--- config.mk ---
export PLATFORM = sky130hd
export DESIGN_NAME = cnn_stim_driver
export DESIGN_NICKNAME = d
export VERILOG_FILES = /design/src/rtl/cnn_stim_driver.sv
export SDC_FILE = /design/constraint.sdc
export NUM_CORES = 1
export LEC_CHECK = 0
export ABC_AREA = 0
export BUFFER_PORTS_ARGS = -buffer_cell sky130_fd_sc_hd__buf_2
export CAP_MARGIN = 10
export CORE_MARGIN = 2
export CORE_UTILIZATION = 26
export CTS_BUF_LIST = sky130_fd_sc_hd__clkbuf_4 sky130_fd_sc_hd__clkbuf_8
export DETAILED_ROUTE_END_ITERATION = 12
export MAX_ROUTING_LAYER = met4
export PLACE_DENSITY = 0.47
export SETUP_SLACK_MARGIN = 0.2
export SYNTH_ARGS = -nofsm -noshare
export SYNTH_HDL_FRONTEND = slang
export SYNTH_SLANG_ARGS = --single-unit
--- constraint.sdc ---
create_clock -name CLK -period 3.7 [get_ports CLK]
set_clock_uncertainty 0.1 [all_clocks]
set_input_delay 0.74 -clock CLK [delete_from_list [all_inputs] [get_ports CLK]]
set_output_delay 0.74 -clock CLK [all_outputs]
set_load 0.005 [all_outputs]
--- src/rtl/cnn_stim_driver.sv ---
// Stimulus and scoring engine for a simpleCNN instance: streams preloaded images
// row by row, waits for each classification and tallies correct and timed-out results.
module cnn_stim_driver #(
   parameter int NUM_IMAGES = 100,
   parameter int ROWS       = 28,
   parameter int IMG_W      = 200,
   parameter int ADDR_W     = 12,
   parameter int LBL_AW     = 7,
   parameter int CNT_W      = 8,
   parameter int TIMEOUT    = 4096
) (
   input  logic              CLK,
   input  logic              RST,
   input  logic              GO,
   output logic              MEM_RD,
   output logic [ADDR_W-1:0] MEM_ADDR,
   input  logic [IMG_W-1:0]  MEM_DATA,
   output logic [LBL_AW-1:0] LBL_ADDR,
   input  logic [3:0]        LBL_DATA,
   output logic              START,
   output logic              X,
   output logic              Y,
   output logic [IMG_W-1:0]  IMGIN,
   input  logic              DONE,
   input  logic [3:0]        OUT,
   output logic              BUSY,
   output logic              FINISH,
   output logic [CNT_W-1:0]  CORRECT,
   output logic [CNT_W-1:0]  TIMEOUTS,
   output logic              MISMATCH
);
   localparam int ROW_W  = $clog2(ROWS + 1);
   localparam int WAIT_W = $clog2(TIMEOUT + 1);

   typedef enum logic [2:0] {IDLE, STRT, FETCH, PUSH, WAITD, CHECK, FIN} state_t;

   state_t             state_reg, state_next;
   logic [LBL_AW-1:0]  img_reg, img_next;
   logic [ROW_W-1:0]   row_reg, row_next;
   logic [ADDR_W-1:0]  base_reg, base_next;
   logic [WAIT_W-1:0]  wait_reg, wait_next;
   logic [LBL_AW-1:0]  lbl_addr_reg, lbl_addr_next;
   logic [IMG_W-1:0]   imgin_reg, imgin_next;
   logic [3:0]         out_reg, out_next;
   logic [CNT_W-1:0]   correct_reg, correct_next;
   logic [CNT_W-1:0]   timeouts_reg, timeouts_next;
   logic               advance;
   logic               last_img;

   always_ff @(posedge CLK) begin
      if (RST) begin
         state_reg    <= IDLE;
         img_reg      <= '0;
         row_reg      <= '0;
         base_reg     <= '0;
         wait_reg     <= '0;
         lbl_addr_reg <= '0;
         imgin_reg    <= '0;
         out_reg      <= '0;
         correct_reg  <= '0;
         timeouts_reg <= '0;
      end else begin
         state_reg    <= state_next;
         img_reg      <= img_next;
         row_reg      <= row_next;
         base_reg     <= base_next;
         wait_reg     <= wait_next;
         lbl_addr_reg <= lbl_addr_next;
         imgin_reg    <= imgin_next;
         out_reg      <= out_next;
         correct_reg  <= correct_next;
         timeouts_reg <= timeouts_next;
      end
   end

   assign last_img = (img_reg == LBL_AW'(NUM_IMAGES - 1));

   always_comb begin
      state_next    = state_reg;
      img_next      = img_reg;
      row_next      = row_reg;
      base_next     = base_reg;
      wait_next     = wait_reg;
      lbl_addr_next = lbl_addr_reg;
      imgin_next    = imgin_reg;
      out_next      = out_reg;
      correct_next  = correct_reg;
      timeouts_next = timeouts_reg;
      START         = 1'b0;
      MEM_RD        = 1'b0;
      X             = 1'b0;
      Y             = 1'b0;
      MISMATCH      = 1'b0;
      advance       = 1'b0;
      case (state_reg)
         IDLE, FIN: begin
            if (GO) begin
               correct_next  = '0;
               timeouts_next = '0;
               img_next      = '0;
               base_next     = '0;
               state_next    = STRT;
            end
         end
         STRT: begin
            START         = 1'b1;
            row_next      = '0;
            lbl_addr_next = img_reg;
            state_next    = FETCH;
         end
         FETCH: begin
            MEM_RD     = 1'b1;
            state_next = PUSH;
         end
         PUSH: begin
            X          = 1'b1;
            Y          = (row_reg == ROW_W'(ROWS - 1));
            imgin_next = MEM_DATA;
            if (row_reg < ROW_W'(ROWS - 1)) begin
               row_next   = row_reg + ROW_W'(1);
               state_next = FETCH;
            end else begin
               wait_next  = '0;
               state_next = WAITD;
            end
         end
         WAITD: begin
            wait_next = wait_reg + WAIT_W'(1);
            // DONE takes priority over expiry on the final wait cycle
            if (DONE) begin
               out_next   = OUT;
               state_next = CHECK;
            end else if (wait_reg == WAIT_W'(TIMEOUT - 1)) begin
               if (timeouts_reg != {CNT_W{1'b1}})
                  timeouts_next = timeouts_reg + CNT_W'(1);
               advance = 1'b1;
            end
         end
         CHECK: begin
            if (out_reg == LBL_DATA) begin
               if (correct_reg != {CNT_W{1'b1}})
                  correct_next = correct_reg + CNT_W'(1);
            end else begin
               MISMATCH = 1'b1;
            end
            advance = 1'b1;
         end
         default: state_next = IDLE;
      endcase
      if (advance) begin
         if (last_img) begin
            state_next = FIN;
         end else begin
            img_next   = img_reg + LBL_AW'(1);
            base_next  = base_reg + ADDR_W'(ROWS);
            state_next = STRT;
         end
      end
   end

   // IMGIN shows the memory word directly during PUSH and holds it afterwards
   assign IMGIN    = X ? MEM_DATA : imgin_reg;
   assign MEM_ADDR = base_reg + ADDR_W'(row_reg);
   assign LBL_ADDR = lbl_addr_reg;
   assign BUSY     = (state_reg != IDLE) && (state_reg != FIN);
   assign FINISH   = (state_reg == FIN);
   assign CORRECT  = correct_reg;
   assign TIMEOUTS = timeouts_reg;
endmodule

==> flow_metrics.env <==
export IMPL_final_design_area_no_fill_um2=15440
export IMPL_max_freq_mhz=299.1
export IMPL_worst_ep_required_time_ns=2.86
export IMPL_io_buffer_count=453
export IMPL_grt_start_max_net_pins=133
export IMPL_timing_worst_setup_path_type="flop to output pin"
export IMPL_clk_root_buffer_cell="clkbuf_8"
export IMPL_ys_warnings_count=0
export IMPL_final_setup_viol_count=0
export IMPL_final_instance_count_excl_fill=2175
export IMPL_power_report_internal_total_mw=4.908
export IMPL_floorplan_die_width_um=213.6
export IMPL_cp_data_arrival_time_ns=2.50
export IMPL_ctsHoldBuffers=0
export IMPL_run_status="finished, final reports clean"
export IMPL_grt_usage_pct=15.27
export IMPL_synth_top_cells_by_area="dfxtp_1, mux2_2, and2_1"
export IMPL_dp_cells=2081
export IMPL_synth_top_area_share_pct=46.78
export IMPL_cts_sinks=267
export IMPL_final_min_period_over_clock_period_pct=90.37
export IMPL_synth_lib_cells_used_distinct=60
export IMPL_hold_violations=0
export IMPL_finalSetupTns_ns=0
export IMPL_m1WireLength_mm=14.93
export IMPL_count_of_flip_flops_with_a_built_in_enable_after_synthesis=0
export IMPL_power_density_nw_per_um2=418.1
export IMPL_synth_to_layout_area_growth_pct=35.10
export IMPL_timing_critical_path_fanout_max=73
export IMPL_floorplan_die_area_um2=45640
export IMPL_clockPowerShare_pct=45.6
export IMPL_routed_wire_length_per_instance_um=16.48
export IMPL_design_final_nets=1777
export IMPL_vdd_ir_drop_worst_mv=0.2873
export IMPL_drt_drc_violations_left=0
export IMPL_syn_area_per_cell_um2=10.42
export IMPL_rows=76
export IMPL_drtIter0Drc=365
export IMPL_report_final_slew_viol_count=0
export IMPL_power_combinational_fraction_pct=8.7
export IMPL_synth_top_cell_by_area="dfxtp_1"
export IMPL_globalRouteOverflowTotal=0
export IMPL_syn_inst=1097
export IMPL_dpl_instance_area_um2=14290
export IMPL_tightestPinTransition_ns=0.7374
export IMPL_drt_total_wl_mm=35.85
export IMPL_start_kind="flop"
export IMPL_clk_pin_slew_worst_paths_ns=0.06
export IMPL_design_portCount=454
export IMPL_dr_max_layer_used="met4"
export IMPL_total_power_mw=6.454
export IMPL_firstDrtPassIters=4
export IMPL_syn_area_um2=11430
export IMPL_final_antenna_net_count=0
export IMPL_dr_wl_met2_mm=17.48
export IMPL_worstSetupEndpointType="output pin"
export IMPL_die_h_um=213.6
export IMPL_clkLatencyLatePin_ns=0.61
export IMPL_clock_tree_from_tritoncts="yes"
export IMPL_count_of_state_elements_after_synthesis=267
export IMPL_tritoncts_num_buffers=51
export IMPL_dp_final_hpwl_mm=26.08
export IMPL_cts_path_max_buffers=3
export IMPL_initial_core_util_pct=26.41
export IMPL_routed_wl_met3_mm=2.835
export IMPL_power_leakage_nw=7.389
export IMPL_async_flop_share_pct=0
export IMPL_n_fill_cell=4462
export IMPL_maxSlewHeadroom_pct=50.83
export IMPL_core_area_um2=43270
export IMPL_largest_reg_flops=200
export IMPL_gp_congestion=0.7716
export IMPL_finalWorstPathRequiredPeriod_ns=3.344
export IMPL_grt_antenna_before_repair=7
export IMPL_vias_in_the_first_global_route=9160
export IMPL_htree_num_levels=2
export IMPL_switching_share_of_power_pct=23.96
export IMPL_mappedNetlistNets=1321
export IMPL_drive_above_1_share_pct=49.27
export IMPL_power_net_switching_mw=1.546
export IMPL_pwr_share_seq_pct=45.7
export IMPL_unrepaired_setup_endpoints_after_global_routing="false"
export IMPL_yosysSeqAreaShare_pct=46.78
export IMPL_dr_total_vias=9561
export IMPL_route_detailed_vias_per_inst=4.396
export IMPL_first_pass_grt_wire_length_mm=51.93
export IMPL_max_cap_violations=0
export IMPL_yosys_most_used_dff="dfxtp_1"
export IMPL_holdCritPathClass="primary input to flop"
critical path: stages, from the launching register on:
cell and delay [ns]:
dfxtp_1 0.32, buf_6 0.18, inv_2 0.13, nor2_4 0.18
buf_12 0.12, buf_12 0.27, mux2_2 0.40, buf_2 0.14
per-layer routing:
metal  GRT usage, %  up-vias
li1               -     4714
met1          17.63     4485
met2          24.98      315
met3          5.419       47
met4          4.406        0
met5              -        -
through the flow:
stage | setup WS [ns] | hold slack (ns) | util (%)
final | 0.3564 | 0.2869 | 35.68
after global routing | 0.2177 | 0.2305 | 35.67
after CTS | 0.2027 | 0.2180 | 35.57
after detailed placement | 0.8309 | 0.3521 | 33.03
after global placement | 0.8597 | 0.3532 | 33.03
after floorplan | 1.103 | 0.3340 | -
power by group through the flow:
stage | Clock, mW | Combinational [mW] | Sequential, mW
2_1_floorplan | 0 | 0.273 | 3.00
4_1_cts | 3.08 | 0.572 | 2.95
5_1_grt | 3.22 | 0.617 | 2.95
3_3_place_gp | 0 | 0.557 | 3.01
3_5_place_dp | 0 | 0.560 | 3.01
6_report | 2.94 | 0.563 | 2.95
cells in the final DEF (no fill, tap or decap), types with 18 or more instances in the layout:
cell | Yosys | final
clkbuf_4 | 0 | 18
o21ai_0 | 21 | 21
dfxtp_1 | 267 | 264
nand2_1 | 38 | 38
nand3_1 | 32 | 32
nor2_1 | 31 | 30
buf_2 | 28 | 453
and2_1 | 207 | 207
mux2_2 | 200 | 200
clkbuf_8 | 0 | 59
a21oi_1 | 48 | 46
path summary, 6_finish.rpt:
| path | cells after the start | start | slack [ns] | end |
|---|---|---|---|---|
| worst max-delay path | 7 | state_reg[1] | 0.36 | IMGIN[68] |
| worst max register to register | 7 | wait_reg[0] | 1.14 | base_reg[11] |
| worst min-delay path | 3 | OUT[1] | 0.29 | out_reg[1] |
| worst min register to register | 2 | out_reg[3] | 0.37 | out_reg[3] |
cells in the mapped netlist, drive strengths merged (2+ instances only):
cell    instances
dfxtp         267
xor2           14
nor2           31
o21ai          24
xnor2           7
a21o            6
a31oi           8
a311oi          3
a21oi          49
and3            3
o211ai          4
nor3b           3
a211oi          4
or3            11
clkbuf         37
or2             4
nand4b          2
nand2          38
nand3b          4
nor2b           3
or4            15
nand3          33
nand2b          4
and2          207
inv            14
buf            32
and4            2
o31ai          10
nor4            2
o21a            5
nor3            8
mux2i           4
mux2          200
nand4          13
ha             11
what timing repair did:
action	in CTS	in global routing
setup endpoints to repair	65	26
pin swaps	1	2
buffers inserted	1	1
resized for setup	5	4
gates cloned	2	0
cell type report:
| class | count | area (µm²) | area share [%] |
|---|---|---|---|
| diodes | 7 | 17.52 | 0.1135 |
| clock buffers | 77 | 947.2 | 6.135 |
| clock inverters | 6 | 62.56 | 0.4052 |
| inverters | 14 | 55.05 | 0.3566 |
| multi-input cells | 747 | 5738 | 37.17 |
| flip-flops and latches | 267 | 5349 | 34.65 |
| well taps | 585 | 732.0 | 4.741 |
| repair buffers | 472 | 2537 | 16.44 |
kinds of logic (layout without fill, tap and decap cells):
kind of cell    count (synthesis)  count (layout)  share of synthesized area, %
other cells                     0               7                             0
xor+xnor                       21              21                         1.610
buf+inv                        83             569                         3.197
mux                           204             204                         20.06
flops                         267             267                         46.78
fa+ha+maj                      12              12                         1.380
compound gates                124             124                         6.822
simple gates                  386             386                         20.16
(Power assumes the default switching activity.)
